===== config.mk =====
export PLATFORM = sky130hd
export DESIGN_NAME = axis_rr_arbiter
export DESIGN_NICKNAME = d
export VERILOG_FILES = /design/src/rtl/axis_arb_pkg.sv /design/src/rtl/rr_priority_picker.sv /design/src/rtl/axis_rr_arbiter.sv
export SDC_FILE = /design/constraint.sdc
export NUM_CORES = 1
export LEC_CHECK = 0
export ABC_AREA = 1
export CAP_MARGIN = 0
export CORE_AREA = 2 2 87 89
export DETAILED_ROUTE_END_ITERATION = 16
export DIE_AREA = 0 0 89 91
export PLACE_DENSITY = 0.94
export SYNTH_ARGS = -nofsm -noshare
export SYNTH_HDL_FRONTEND = slang
export SYNTH_SLANG_ARGS = --single-unit
export TNS_END_PERCENT = 5

===== constraint.sdc =====
create_clock -name aclk -period 2.2 [get_ports aclk]
set_clock_uncertainty 0.15 [all_clocks]
set_input_delay 0.44 -clock aclk [delete_from_list [all_inputs] [get_ports aclk]]
set_output_delay 0.44 -clock aclk [all_outputs]
set_load 0.01 [all_outputs]

===== src/rtl/axis_arb_pkg.sv =====
// Shared types and helpers for the AXI-Stream round-robin arbiter.
package axis_arb_pkg;

  // Arbiter control states: IDLE picks a winner, BUSY forwards its packet.
  typedef enum logic {
    IDLE = 1'b0,
    BUSY = 1'b1
  } arb_state_e;

  // Largest source count the arbiter supports; sizes the index helper.
  localparam int MAX_SRC = 16;

  // Width of a source index for a given source count (at least one bit).
  function automatic int src_idx_w(input int num_src);
    return (num_src > 1) ? $clog2(num_src) : 1;
  endfunction

  // Convert a one-hot vector into the index of its set bit; all-zero maps to 0.
  function automatic logic [3:0] onehot_to_idx(input logic [MAX_SRC-1:0] oh);
    logic [3:0] idx;
    idx = '0;
    for (int i = 0; i < MAX_SRC; i++) begin
      if (oh[i]) idx = idx | 4'(i);
    end
    return idx;
  endfunction

endpackage


===== src/rtl/rr_priority_picker.sv =====
// Round-robin priority picker: first requester at or above ptr, wrapping to 0.
module rr_priority_picker
  import axis_arb_pkg::*;
#(
  parameter int NUM_SRC = 4,
  parameter int PTR_W   = 2
) (
  input  logic [NUM_SRC-1:0] req,
  input  logic [PTR_W-1:0]   ptr,
  output logic [NUM_SRC-1:0] gnt,
  output logic               found
);

  // Walk offsets 0..NUM_SRC-1 from ptr; the first requester seen wins.
  always_comb begin
    int idx;
    gnt   = '0;
    found = 1'b0;
    idx   = 0;
    for (int k = 0; k < NUM_SRC; k++) begin
      idx = int'(ptr) + k;
      if (idx >= NUM_SRC) idx = idx - NUM_SRC;
      for (int j = 0; j < NUM_SRC; j++) begin
        if (!found && (j == idx) && req[j]) begin
          gnt[j] = 1'b1;
          found  = 1'b1;
        end
      end
    end
  end

endmodule


===== src/rtl/axis_rr_arbiter.sv =====
// Packet-locked round-robin arbiter merging NUM_SRC AXI-Stream sources onto
// the single DAC-side stream. One bubble cycle per packet is spent arbitrating;
// the winner then owns the output until its tlast beat is accepted.
module axis_rr_arbiter
  import axis_arb_pkg::*;
#(
  parameter int NUM_SRC   = 4,
  parameter int DATA_SIZE = 32,
  parameter int ID_SIZE   = 4
) (
  input  logic                           aclk,
  input  logic                           areset_n,
  input  logic [NUM_SRC-1:0]             s_tvalid,
  output logic [NUM_SRC-1:0]             s_tready,
  input  logic [NUM_SRC-1:0]             s_tlast,
  input  logic [NUM_SRC*DATA_SIZE-1:0]   s_tdata,
  input  logic [NUM_SRC*DATA_SIZE/8-1:0] s_tkeep,
  input  logic [NUM_SRC*DATA_SIZE/8-1:0] s_tstrb,
  output logic                           m_tvalid,
  input  logic                           m_tready,
  output logic                           m_tlast,
  output logic [DATA_SIZE-1:0]           m_tdata,
  output logic [DATA_SIZE/8-1:0]         m_tkeep,
  output logic [DATA_SIZE/8-1:0]         m_tstrb,
  output logic [ID_SIZE-1:0]             m_tid,
  output logic                           busy,
  output logic [NUM_SRC-1:0]             grant
);

  localparam int SRC_IDX_W = src_idx_w(NUM_SRC);
  localparam int KEEP_W    = DATA_SIZE / 8;

  arb_state_e             state_q;
  logic [NUM_SRC-1:0]     grant_q;
  logic [SRC_IDX_W-1:0]   rr_ptr_q;
  logic                   busy_q;

  logic [SRC_IDX_W-1:0]   rr_ptr_d;
  logic [NUM_SRC-1:0]     pick_gnt;
  logic                   pick_found;
  logic [3:0]             g_idx;
  logic                   pkt_end;

  rr_priority_picker #(
    .NUM_SRC (NUM_SRC),
    .PTR_W   (SRC_IDX_W)
  ) u_picker (
    .req   (s_tvalid),
    .ptr   (rr_ptr_q),
    .gnt   (pick_gnt),
    .found (pick_found)
  );

  // Granted index and the pointer that favours the next source after it.
  always_comb begin
    g_idx    = onehot_to_idx(MAX_SRC'(grant_q));
    rr_ptr_d = (int'(g_idx) >= NUM_SRC - 1) ? '0 : SRC_IDX_W'(int'(g_idx) + 1);
  end

  // Steer the granted source onto the master port; a zero grant forces all zeros.
  always_comb begin
    m_tvalid = 1'b0;
    m_tlast  = 1'b0;
    m_tdata  = '0;
    m_tkeep  = '0;
    m_tstrb  = '0;
    for (int i = 0; i < NUM_SRC; i++) begin
      if (grant_q[i]) begin
        m_tvalid = s_tvalid[i];
        m_tlast  = s_tlast[i];
        m_tdata  = s_tdata[i*DATA_SIZE +: DATA_SIZE];
        m_tkeep  = s_tkeep[i*KEEP_W +: KEEP_W];
        m_tstrb  = s_tstrb[i*KEEP_W +: KEEP_W];
      end
    end
  end

  assign pkt_end  = m_tvalid & m_tready & m_tlast;
  assign s_tready = grant_q & {NUM_SRC{m_tready}};
  assign m_tid    = ID_SIZE'(g_idx);
  assign busy     = busy_q;
  assign grant    = grant_q;

  // Arbitration FSM: lock a winner in IDLE, release it on its accepted tlast.
  always_ff @(posedge aclk or negedge areset_n) begin
    if (!areset_n) begin
      state_q  <= IDLE;
      grant_q  <= '0;
      rr_ptr_q <= '0;
      busy_q   <= 1'b0;
    end else begin
      case (state_q)
        IDLE: begin
          if (pick_found) begin
            grant_q <= pick_gnt;
            busy_q  <= 1'b1;
            state_q <= BUSY;
          end
        end
        BUSY: begin
          if (pkt_end) begin
            grant_q  <= '0;
            busy_q   <= 1'b0;
            rr_ptr_q <= rr_ptr_d;
            state_q  <= IDLE;
          end
        end
        default: begin
          grant_q <= '0;
          busy_q  <= 1'b0;
          state_q <= IDLE;
        end
      endcase
    end
  end

endmodule


* Word level (Yosys, flattened, before mapping)
Index checks and enable logic that the tools add are counted.
** Storage, ports and cells
- Bits in latches :: 0
- Output and inout port bits :: 55
- Memory bits (writable) :: 0
- Memories kept :: 0
- Bits in read-only memories :: 0
- Flip-flop bits (word level) :: 8
- Input port bits :: 171
- Logic and storage cells :: 155
** Cells by class
- Equal/unequal tests :: 14
- Add/sub/neg operators :: 8
- Divide/modulo/power cells :: 0
- $mul :: 0
- Magnitude comparators :: 5
- Shift operators :: 0
- Multiplexer cells :: 68
- Reduce and logical (&&, ||, !) cells :: 52
- Bitwise logic cells :: 4
** Operators with widths (number)
- $eq 3x32->1 const A :: 8
- $mux 32 :: 8
- $eq 2x32->1 const A :: 4
- $logic_not 32->1 :: 4
- $ge 32x4->1 const B :: 3
- $sub 32x4->32 const B :: 3
- $mux 1 :: 44
- $mux 4 :: 10
- $logic_and 1x1->1 :: 31
- $logic_not 1->1 :: 15
- $pmux 4 s2 :: 1
- $add 2x2->3 const B :: 2
- $mux 2 :: 3
- $and 4x4->4 :: 1
- $pmux 1 s2 :: 2
- $reduce_and 2->1 :: 2
- $sub 2x3->4 const B :: 1
- $add 2x1->3 const B :: 1
- $ge 2x3->1 const B :: 1
- $add 2x1->2 const B :: 1
- $and 1x1->1 :: 2
- $ge 2x2->1 const B :: 1
- $ne 2x1->1 const B :: 1
- $ne 2x2->1 const B :: 1
- $not 1->1 :: 1

* Logic depth before layout (Yosys ltp)
Gate-level depths: netlist of run 1.
- Word-level depth :: 67
- Mapped depth :: 12
- Mapped depth without buffers :: 12

* Modules after synthesis
A second synthesis of run 1 with hierarchy kept.
** Unflattened totals
- Cells, all modules :: 400
- Area, all modules :: 2069.5 um^2
** Modules (own cells, without submodules)
- axis_rr_arbiter :: area each 1751.7 um^2, sequential area each 200.2 um^2, instances 1, cells an instance 343
- rr_priority_picker :: area each 317.8 um^2, sequential area each 0.0 um^2, instances 1, cells an instance 57

* Worst setup path after synthesis of run 1
OpenSTA, ideal clock, no wires.
- Path type :: reg2out
- Start point :: reg grant_q[1], in the netlist grant[1]
- End point :: out m_tdata[0]
- Arrival time :: 1.413 ns
- Stages on the path, launching flop included :: 8
- Setup slack :: 0.197 ns
- Buffers on the path :: 2
- Required time :: 1.610 ns
- Cell sequence :: dfrtp_1 -> buf_6 -> inv_2 -> clkbuf_1 -> nand3_1 -> nand2_1 -> o21ai_0 -> o21ai_0
** On the way
- Word-level cells in the longest chain between the ends :: 3
** Ends and longest elaborated chain
- from (decl) :: RTL line axis_rr_arbiter.sv:34 : logic [NUM_SRC-1:0] grant_q;
- from (signal assigned) :: RTL line axis_rr_arbiter.sv:95 : grant_q <= pick_gnt;
- $mux 32 (3 in a row) :: RTL line axis_rr_arbiter.sv:68 : if (grant_q[i]) begin
- to (decl) :: RTL line axis_rr_arbiter.sv:22 : output logic [DATA_SIZE-1:0] m_tdata,
No other way between the ends.

* Worst setup path after layout of run 1
- Start point :: in s_tvalid[1]
- End point :: reg grant_q[2], in the netlist grant[2]
** On the way
- Word-level cells in the longest chain between the ends :: 60
- Elaborated cells on any way between the ends :: 72
- Classes of those cells :: eq/ne: 2; mux: 24; bitwise: 2; reduce/logical: 44
** Ends and longest elaborated chain
- from (decl) :: RTL line axis_rr_arbiter.sv:13 : input logic [NUM_SRC-1:0] s_tvalid,
- $logic_and 1x1->1 :: RTL line rr_priority_picker.sv:24 : if (!found && (j == idx) && req[j]) begin
- $mux 1 :: RTL line rr_priority_picker.sv:24
- $logic_not 1->1 :: RTL line rr_priority_picker.sv:24
- $logic_and 1x1->1 (2 in a row) :: RTL line rr_priority_picker.sv:24
- $mux 1 :: RTL line rr_priority_picker.sv:24
- $logic_not 1->1 :: RTL line rr_priority_picker.sv:24
- $logic_and 1x1->1 (2 in a row) :: RTL line rr_priority_picker.sv:24
- $mux 1 :: RTL line rr_priority_picker.sv:24
- [... 40 more ...]
- $logic_not 1->1 :: RTL line rr_priority_picker.sv:24
- $logic_and 1x1->1 (2 in a row) :: RTL line rr_priority_picker.sv:24
- $mux 1 :: RTL line rr_priority_picker.sv:24
- $logic_not 1->1 :: RTL line rr_priority_picker.sv:24
- $logic_and 1x1->1 (2 in a row) :: RTL line rr_priority_picker.sv:24
- $mux 1 :: RTL line rr_priority_picker.sv:24
- $ne 2x2->1 (no line)
- $reduce_and 2->1 (no line)
Parallel ways exist; a longest one is shown, timed or not. The select of a mux whose other input is x is not followed.
A chain may end at the register's enable or synchronous reset.

==> qor.yml, run 1 <==
status: "finished with violations"
violations: "setup timing"
syn_avg_cell_area_sq_um: 5.214
grt_max_degree: 47
dr_total_vias: 3613
setup_viol: 5
clock_path_buffers: 2
fin_util: 0.6257
cts.sinks: 8
first_global_vias: 3515
worstSetupPathType: "input pin to flop"
ios: 226
worst_slack_ps: -48.49
ir_drop_uv: 141.3
gr-usage-all-layers: 0.2535
place.gp.congestion: 0.9636
antenna_cells: 0
cts_tree: "built"
dr.first_iter.drc_count: 131
avgViaCountPerCell: 5.082
fp.dieH_um: 91
cts_made_buffers: 3
rows: 31
finalNetCount: 784
post-route-period-util: 1.022
cp.arrival_ps: 2260
dpl.hpwl_mm: 8.861
power_density_nw_per_um2: 152.7
critPathCaptureType: "flop"
fmax_mhz: 444.7
wl_mm: 11.07
wl_per_cell_um: 15.56
die_w_um: 89
firstDrtPassIters: 4
synth_cells: 389
grt_antenna_before_repair: 0
post-route-min-period_ps: 2248
core_area_sq_um: 7137
clk_pin_slew_ps: 40
area_growth_pct: 120.2
dieArea_sq_um: 8099
synth_seq_cells: 8
worstHoldPathType: "flop to flop"
netlist_area_sq_um: 2028
yosys_warnings: 0
start_kind: "input pin"
stdcell_count: 711
cp.required_ps: 2210
hold_buffers: 0
postCtsSetupBuffers: 0
synth_cell_types: 26
grt_first_pass_wirelength_mm: 16.47
initial_core_util: 0.2842
rsz0062_at_grt: "true"
nFillCells: 649
htree_levels: 1
cts-root-buf: "clkbuf_8"
ys_seq_area_frac: 0.09870
drc: 0
drive_above_1_share: 0.1405
portBuffers: 223
place_inst: 707
clock_latency_ps: 230
final_max_slew_viol_count: 0
cap_violations: 0
ant_nets: 0
p_leak_nw: 2.110
hold_violations: 0
path_max_fanout: 6
grt_overflow: 0
totalPowerFinal_mw: 0.6820
-- cell type report --
cell class	count	area (sq um)	area share
multi-input cells	327	1592	0.3564
repair buffers	252	2425	0.5430
inverters	21	78.83	0.01765
flip-flops and latches	8	201.4	0.04511
clock buffers	4	45.04	0.01009
well taps	99	123.9	0.02774
-- sequential cells by signal (all words and copies together) (netlist names) --
signal,flops
busy,1
grant,4
rr_ptr_q,2
state_q,1
-- what timing repair did --
item,4_1_cts,5_1_grt
gates cloned,0,0
setup endpoints to repair,53,50
gates resized for setup,68,93
-- per-layer routing --
metal | GRT usage | wire, um | part of all wire
met4 | 0.08582 | 273 | 0.025
met5 | 0 | 0 | 0
met1 | 0.2769 | 4087 | 0.37
met2 | 0.4820 | 5853 | 0.53
met3 | 0.03636 | 851 | 0.077
-- Yosys cell counts (all sizes together) --
master,count,share of area
a31oi,2,0.0062
nor3,2,0.010
a211oi,1,0.0037
nand3b,1,0.0037
and2,1,0.0037
nand4,5,0.025
o211ai,2,0.0074
nor2,15,0.035
dfrtp,8,0.099
a21oi,42,0.10
clkbuf,24,0.044
conb,1,0.0018
buf,10,0.052
o31ai,2,0.0074
nand3,52,0.13
inv,21,0.039
a22oi,1,0.0037
nand2,115,0.22
o21ai,84,0.21
-- cell usage in the layout, fill, tap and decap left out, types with 2 or more instances in the layout --
cell             instances
nand4_2                  2
inv_1                   20
buf_4                   17
nand4_1                  2
nand3_1                 51
o211ai_1                 2
nor2_4                   2
nand2_1                110
nor2_1                  12
clkbuf_2                29
dlymetal6s2s_1           6
dlygate4sd2_1            3
a21oi_1                 40
o21ai_1                 17
o31ai_1                  2
dfrtp_1                  7
o21ai_0                 67
buf_2                    5
conb_1                   2
nand2_2                  4
clkbuf_8                 3
buf_6                    2
clkdlybuf4s50_1        178
a31oi_1                  2
a21oi_2                  2
buf_12                  10
-- logic make-up after synthesis --
| group | synth area share |
|---|---|
| AND/OR/NAND/NOR | 0.4251 |
| AO/OA/AOI/OAI | 0.3393 |
| buffers and inverters | 0.1351 |
| flip-flops | 0.09870 |
| other | 0.001849 |
-- metrics by stage --
stage / hold WS [ps] / TNS, ps / setup slack (ps) / instance area [sq um]
6_report: 337.3 / -150.0 / -48.49 / 4466
5_1_grt: 367.7 / -1424 / -191.0 / 4466
4_1_cts: 337.8 / -1596 / -261.0 / 4572
3_5_place_dp: 317.6 / -12130 / -352.1 / 4537
3_3_place_gp: 335.7 / -9874 / -354.7 / 4537
2_1_floorplan: -5.591 / 0 / 197.1 / 2032
-- worst max-delay path, cell delays in order --
cell and delay [ps]:
clkdlybuf4s50_1 420, buf_4 170, nand3_2 90, nand2_2 80, nor2_4 120, nand4_4 100
nor3_4 150, nand4_2 140, nor2_4 160, nand4_2 120, nand2_4 110, nand3_1 80
nand2_1 80
-- where the power goes --
part           switching, mW  leakage (nW)  internal [mW]
Combinational         0.0714          1.99          0.278
Clock                 0.0594        0.0228          0.126
Sequential                 0        0.0997          0.148
-- path summary, 6_finish.rpt --
kind | from | to | slack (ps) | cells after the start
min in group asynchronous | areset_n | grant[2]$_DFFE_PN0P_ | 350 | 1
min reg2reg | busy$_DFFE_PN0P_ | busy$_DFFE_PN0P_ | 340 | 2
min | busy$_DFFE_PN0P_ | busy$_DFFE_PN0P_ | 340 | 2
max | s_tvalid[1] | grant[2]$_DFFE_PN0P_ | -50 | 13
max in group asynchronous | areset_n | grant[3]$_DFFE_PN0P_ | 1250 | 1
max reg2reg | rr_ptr_q[0]$_DFFE_PN0P_ | grant[2]$_DFFE_PN0P_ | 100 | 12
Power figures use the tool's default switching activity.
==> run 2: changes to the inputs <==
- CORE_AREA: 2 2 87 89 -> 2 2 86 88
- DIE_AREA: 0 0 89 91 -> 0 0 88 90
- DONT_BUFFER_PORTS: not set -> 1
- PLACE_DENSITY: 0.94 -> 0.54
- REMOVE_ABC_BUFFERS: not set -> 1
- SLEW_MARGIN: not set -> 20
==> run 2 against run 1 <==
The run now ends clean. Sequential power about the same. Combinational power shrank 92%. Sequential share of layout area up 3.8 points. Critical path depth shrank 7. Total power decreased by 47%. Via count down 22%.
==> qor.yml, run 2 (synthesis gave the netlist of run 1 again) <==
clock_latency_ps: 230  # about the same
largest_reg_flops: 4  # unchanged
power_density_nw_per_um2: 146.4  # -4.2%
area_growth_pct: 22.89
cpMaxStageDelayCell: "dfrtp_2"
rsz0062_at_grt: "true"
start_kind: "flop"
cts_tree: "built"
preCtsSetupSlack_ps: 216.1  # +568.2 ps
portBuffers: 0  # -100%
post-route-period-util: 0.9758  # -0.04626
drc: 0  # unchanged
nFillCells: 752  # +16%
core_area_sq_um: 7020  # -1.6%
worstHoldPathType: "input pin to flop"
p_leak_nw: 1.204  # -43%
critical_path.top_delay_family: "buffers and inverters"
htree_levels: 1  # unchanged
grt_antenna_before_repair: 1  # +1
die_w_um: 88  # -1.1%
first_global_vias: 2485  # -29%
path_max_fanout: 20  # +14
worstSetupPathType: "flop to output pin"
cts_made_buffers: 3  # unchanged
fp.dieH_um: 90  # -1.1%
clock_path_buffers: 2  # unchanged
dr_total_vias: 2827  # -22%
rows: 31  # unchanged
r2r_slack_ps: 220  # +120 ps
multi_input_area_sq_um: 1558  # -2.1%
hold_violations: 0  # unchanged
wl_mm: 8.164  # -26%
post-route-min-period_ps: 2147  # -101.8 ps
final_common_cell: "nand2_1"
final_cell_mix: "nand2_1, o21ai_0, nand3_1"
firstDrtPassIters: 5  # +1
path_cells: "buf_4, a21oi_1, nand2_1, o21ai_0, o21ai_0, buf_4"
final_max_slew_viol_count: 0  # unchanged
finalNetCount: 586  # -25%
regArea_sq_um: 206.4  # +2.5%
initial_core_util: 0.2889  # +0.004710
cts-root-buf: "clkbuf_8"
ios: 226  # unchanged
cts.sinks: 8  # unchanged
drive_above_1_share: 0.1787  # +0.03822
crit_buf_inv: 2  # unchanged
setup_viol: 0  # -5
grt_overflow: 0  # unchanged
worst_slack_ps: 53.28  # +101.8 ps
cap_violations: 0  # unchanged
dpl.hpwl_mm: 6.209  # -30%
ir_drop_uv: 87.49  # -38%
cp.required_ps: 1610  # -600 ps
gr-usage-all-layers: 0.1912  # -0.06227
dieArea_sq_um: 7920  # -2.2%
wl_per_cell_um: 15.88  # +2.1%
fmax_mhz: 465.8  # +4.7%
ant_nets: 0  # unchanged
critPathCaptureType: "output pin"
grt_first_pass_wirelength_mm: 12.16  # -26%
place.gp.congestion: 0.8451  # -12%
totalPowerFinal_mw: 0.3648  # -47%
clk_pin_slew_ps: 40  # about the same
cp.arrival_ps: 1560  # -700 ps
avgViaCountPerCell: 5.500  # +8.2%
dr.first_iter.drc_count: 133  # +1.5%
status: "complete, no violations"
grt_max_degree: 54  # +15%
slowest_delay_ps: 400  # -20 ps
[run 2: cell types whose count changed in the layout (fill, tap and decap cells not counted), sizes merged, moves of 2 or more]
cell | previous run | this run
clkdlybuf4s50 | 178 | 0
clkbuf | 33 | 4
buf | 34 | 53
dlymetal6s2s | 6 | 0
dlygate4sd2 | 3 | 0
clkdlybuf4s15 | 2 | 0
[run 2: report_power, final]
| group | leakage [nW] | switching [mW] | internal, mW |
|---|---|---|---|
| clock | 0.0228 | 0.0630 | 0.126 |
| sequential | 0.0930 | 0 | 0.148 |
| combinational | 1.09 | 0.0190 | 0.00918 |
[run 2: metrics by stage]
stage | utilization | hold slack [ps] | TNS (ps) | std cells | cell area, sq um
2_1_floorplan | - | -5.591 | -25490 | 356 | 1837
3_3_place_gp | 0.3408 | -5.154 | 0 | 507 | 2392
3_5_place_dp | 0.3408 | -5.114 | 0 | 507 | 2392
4_1_cts | 0.3541 | 302.1 | 0 | 513 | 2486
5_1_grt | 0.3547 | 319.1 | -120.1 | 513 | 2490
6_report | 0.3550 | 301.9 | 0 | 514 | 2492
[run 2: layer usage]
metal	track usage	wire (um)	vias to the layer above
met5	0	0	-
met4	0.06282	201	0
met3	0.03673	873	20
met2	0.3378	4021	180
met1	0.2267	3068	1250
li1	-	-	1377
[run 2: cell type report]
| class | instances | share of cell area |
|---|---|---|
| multi-input cells | 327 | 0.6250 |
| well taps | 99 | 0.04970 |
| repair buffers | 54 | 0.1898 |
| inverters | 21 | 0.03363 |
| flip-flops and latches | 8 | 0.08283 |
| clock buffers | 4 | 0.01807 |
| diodes | 1 | 0.001004 |
[run 2: repair_timing]
| item | 4_1_cts | 5_1_grt |
|---|---|---|
| endpoints found under the hold margin | 8 | 0 |
| pin swaps | 0 | 0 |
| setup endpoints to repair | 2 | 32 |
| hold buffers | 1 | 0 |
| buffers inserted | 0 | 0 |
| resized for setup | 2 | 14 |
| gates cloned | 1 | 0 |
[run 2: path summary, 6_finish.rpt]
check | start | depth (start not counted) | end
hold reg to reg | rr_ptr_q[0]$_DFFE_PN0P_ | 2 | rr_ptr_q[0]$_DFFE_PN0P_
max in group asynchronous | areset_n | 1 | grant[0]$_DFFE_PN0P_
setup / recovery | grant[1]$_DFFE_PN0P_ | 6 | m_tstrb[1]
setup reg to reg | rr_ptr_q[1]$_DFFE_PN0P_ | 12 | grant[2]$_DFFE_PN0P_
hold / removal | s_tvalid[1] | 4 | grant[1]$_DFFE_PN0P_
min in group asynchronous | areset_n | 1 | state_q$_DFF_PN0_
[run 2: worst register-to-register path, delay by kind of cell, from the launching register on]
| family | cells | cell delay (ps) |
|---|---|---|
| AND/OR/NAND/NOR | 11 | 1250 |
| buffers and inverters | 1 | 90 |
| flip-flops | 1 | 420 |
==> run 3: changes to the inputs <==
- SKIP_CTS_REPAIR_TIMING: not set -> 1
==> run 3 against run 2 <==
Wire length is 0.13% higher. Die area stayed put. Global-route usage is 0.58 points lower. Count of clock-buffer cells in the layout stayed put. Largest cell class unchanged. Largest power group unchanged.
==> qor.yml, run 3 (synthesis gave the netlist of run 1 again) <==
worstHoldPathType: "input pin to flop"
regArea_sq_um: 205.2  # -0.61%
area_growth_pct: 22.58
grt_antenna_before_repair: 0  # -1
status: "complete, no violations"
initial_core_util: 0.2889  # unchanged
wl_per_cell_um: 15.94  # +0.33%
cts_made_buffers: 3  # unchanged
place.gp.congestion: 0.8451  # unchanged
htree_levels: 1  # unchanged
stdcell_area_sq_um: 2486  # -0.25%
clkPwrFrac: 0.516  # -0.002
combPwrFrac: 0.077  # about the same
cap_violations: 0  # unchanged
final_cell_mix: "nand2_1, o21ai_0, nand3_1"
hold_violations: 0  # unchanged
r2r_slack_ps: 210  # about the same
worstSetupPathType: "flop to output pin"
nFillCells: 750  # -0.27%
dpl.hpwl_mm: 6.209  # unchanged
fp.dieH_um: 90  # unchanged
portBuffers: 0  # unchanged
clock_path_buffers: 2  # unchanged
post-route-period-util: 0.9693  # -0.006477
cts.sinks: 8  # unchanged
reg2reg_depth: 12  # unchanged
power_density_nw_per_um2: 146.4  # about the same
first_global_vias: 2468  # -0.68%
drc: 0  # unchanged
totalPowerFinal_mw: 0.3638  # -0.27%
firstDrtPassIters: 5  # unchanged
p_leak_nw: 1.206  # +0.15%
antenna_cells: 0  # -1
die_w_um: 88  # unchanged
post-route-min-period_ps: 2132  # -14.25 ps
swShare: 0.2227  # -0.001957
ant_nets: 0  # unchanged
dr_total_vias: 2836  # +0.32%
cts-root-buf: "clkbuf_8"
cp.required_ps: 1610  # about the same
rows: 31  # unchanged
path_max_fanout: 17  # -15%
largest_reg_flops: 4  # unchanged
fmax_mhz: 468.9  # +0.67%
ios: 226  # unchanged
final_common_cell: "nand2_1"
grt_overflow: 0  # unchanged
clk_pin_slew_ps: 40  # about the same
grt_first_pass_wirelength_mm: 11.85  # -2.5%
hold_depth: 4  # unchanged
critPathCaptureType: "output pin"
ir_drop_uv: 87.02  # -0.54%
finalNetCount: 586  # unchanged
final_max_slew_viol_count: 0  # unchanged
start_kind: "flop"
dieArea_sq_um: 7920  # unchanged
intPower_mw: 0.2828  # about the same
rr_endpoint: "grant[1]$_DFFE_PN0P_"
r2r_start: "rr_ptr_q[1]$_DFFE_PN0P_"
min-delay-start: "s_tvalid[1]"
grt_max_degree: 54  # unchanged
multi_input_area_sq_um: 1558  # unchanged
crit_end: "m_tdata[23]"
drive_above_1_share: 0.1763  # -0.002415
setup.worst_path.start: "grant[1]$_DFFE_PN0P_"
cp.arrival_ps: 1540  # -20 ps
p_switching_mw: 0.08102  # -1.1%
place_area_sq_um: 2392  # unchanged
setup_viol: 0  # unchanged
pwr-share-seq: 0.406  # about the same
clock_latency_ps: 230  # about the same
dr.first_iter.drc_count: 101  # -24%
avgViaCountPerCell: 5.528  # +0.51%
gr-usage-all-layers: 0.1855  # -0.005750
core_area_sq_um: 7020  # unchanged
wl_mm: 8.175  # +0.13%
cts_tree: "built"
==> run 3: changes by cell type in the layout (fill, tap and decap cells not counted), sizes merged <==
cell	change
inv	+1
clkbuf	+1
diode	-1
buf	-1
clkinv	-1
==> run 3: worst min-delay path by stage <==
| stage | to | slack, ps |
|---|---|---|
| 6_report | grant[1]$_DFFE_PN0P_ | 300 |
| 5_1_grt | grant[1]$_DFFE_PN0P_ | 320 |
| 4_1_cts | grant[2]$_DFFE_PN0P_ | -250 |
| 3_5_place_dp | rr_ptr_q[0]$_DFFE_PN0P_ | -5 |
| 3_3_place_gp | rr_ptr_q[0]$_DFFE_PN0P_ | -5 |
| 2_1_floorplan | busy$_DFFE_PN0P_ | -6 |
==> run 3: layout make-up <==
type,instances,share of cell area
Sequential cell,8,0.08254
Multi-Input combinational cell,327,0.6266
Tap cell,99,0.04982
Inverter,21,0.03372
Clock buffer,4,0.01812
Timing Repair Buffer,54,0.1892
==> run 3: stage by stage <==
stage | util | instances | worst slack, ps | hold slack, ps | TNS [ps]
4_1_cts | 0.3472 | 511 | -30.76 | -254.6 | -41.89
5_1_grt | 0.3541 | 513 | -2.728 | 319.1 | -2.728
3_3_place_gp | 0.3408 | 507 | 270.3 | -5.154 | 0
6_report | 0.3541 | 513 | 67.53 | 303.5 | 0
2_1_floorplan | - | 356 | -813.5 | -5.591 | -25490
3_5_place_dp | 0.3408 | 507 | 216.1 | -5.114 | 0
==> run 3: worst max-delay path, cell delays in order, from the launching register on <==
cell and delay [ps]:
dfrtp_2 440, inv_6 110, buf_12 170, nand3_1 90, nand2_1 70, o21ai_0 60
o21ai_0 200, buf_4 160
==> run 3: power groups by stage <==
stage	clock, mW	combinational, mW	sequential [mW]
after global placement	0	0.0239	0.150
final	0.188	0.0282	0.148
after floorplan	0	0.0208	0.150
after detailed placement	0	0.0242	0.150
after CTS	0.192	0.0243	0.148
after global routing	0.197	0.0315	0.148
==> run 3: routing by layer <==
| layer | share of wire | global-route usage | up-vias |
|---|---|---|---|
| met5 | 0 | 0 | - |
| met4 | 0.024 | 0.06923 | 0 |
| met3 | 0.10 | 0.04132 | 16 |
| met2 | 0.48 | 0.3251 | 180 |
| met1 | 0.39 | 0.2150 | 1263 |
| li1 | - | - | 1377 |
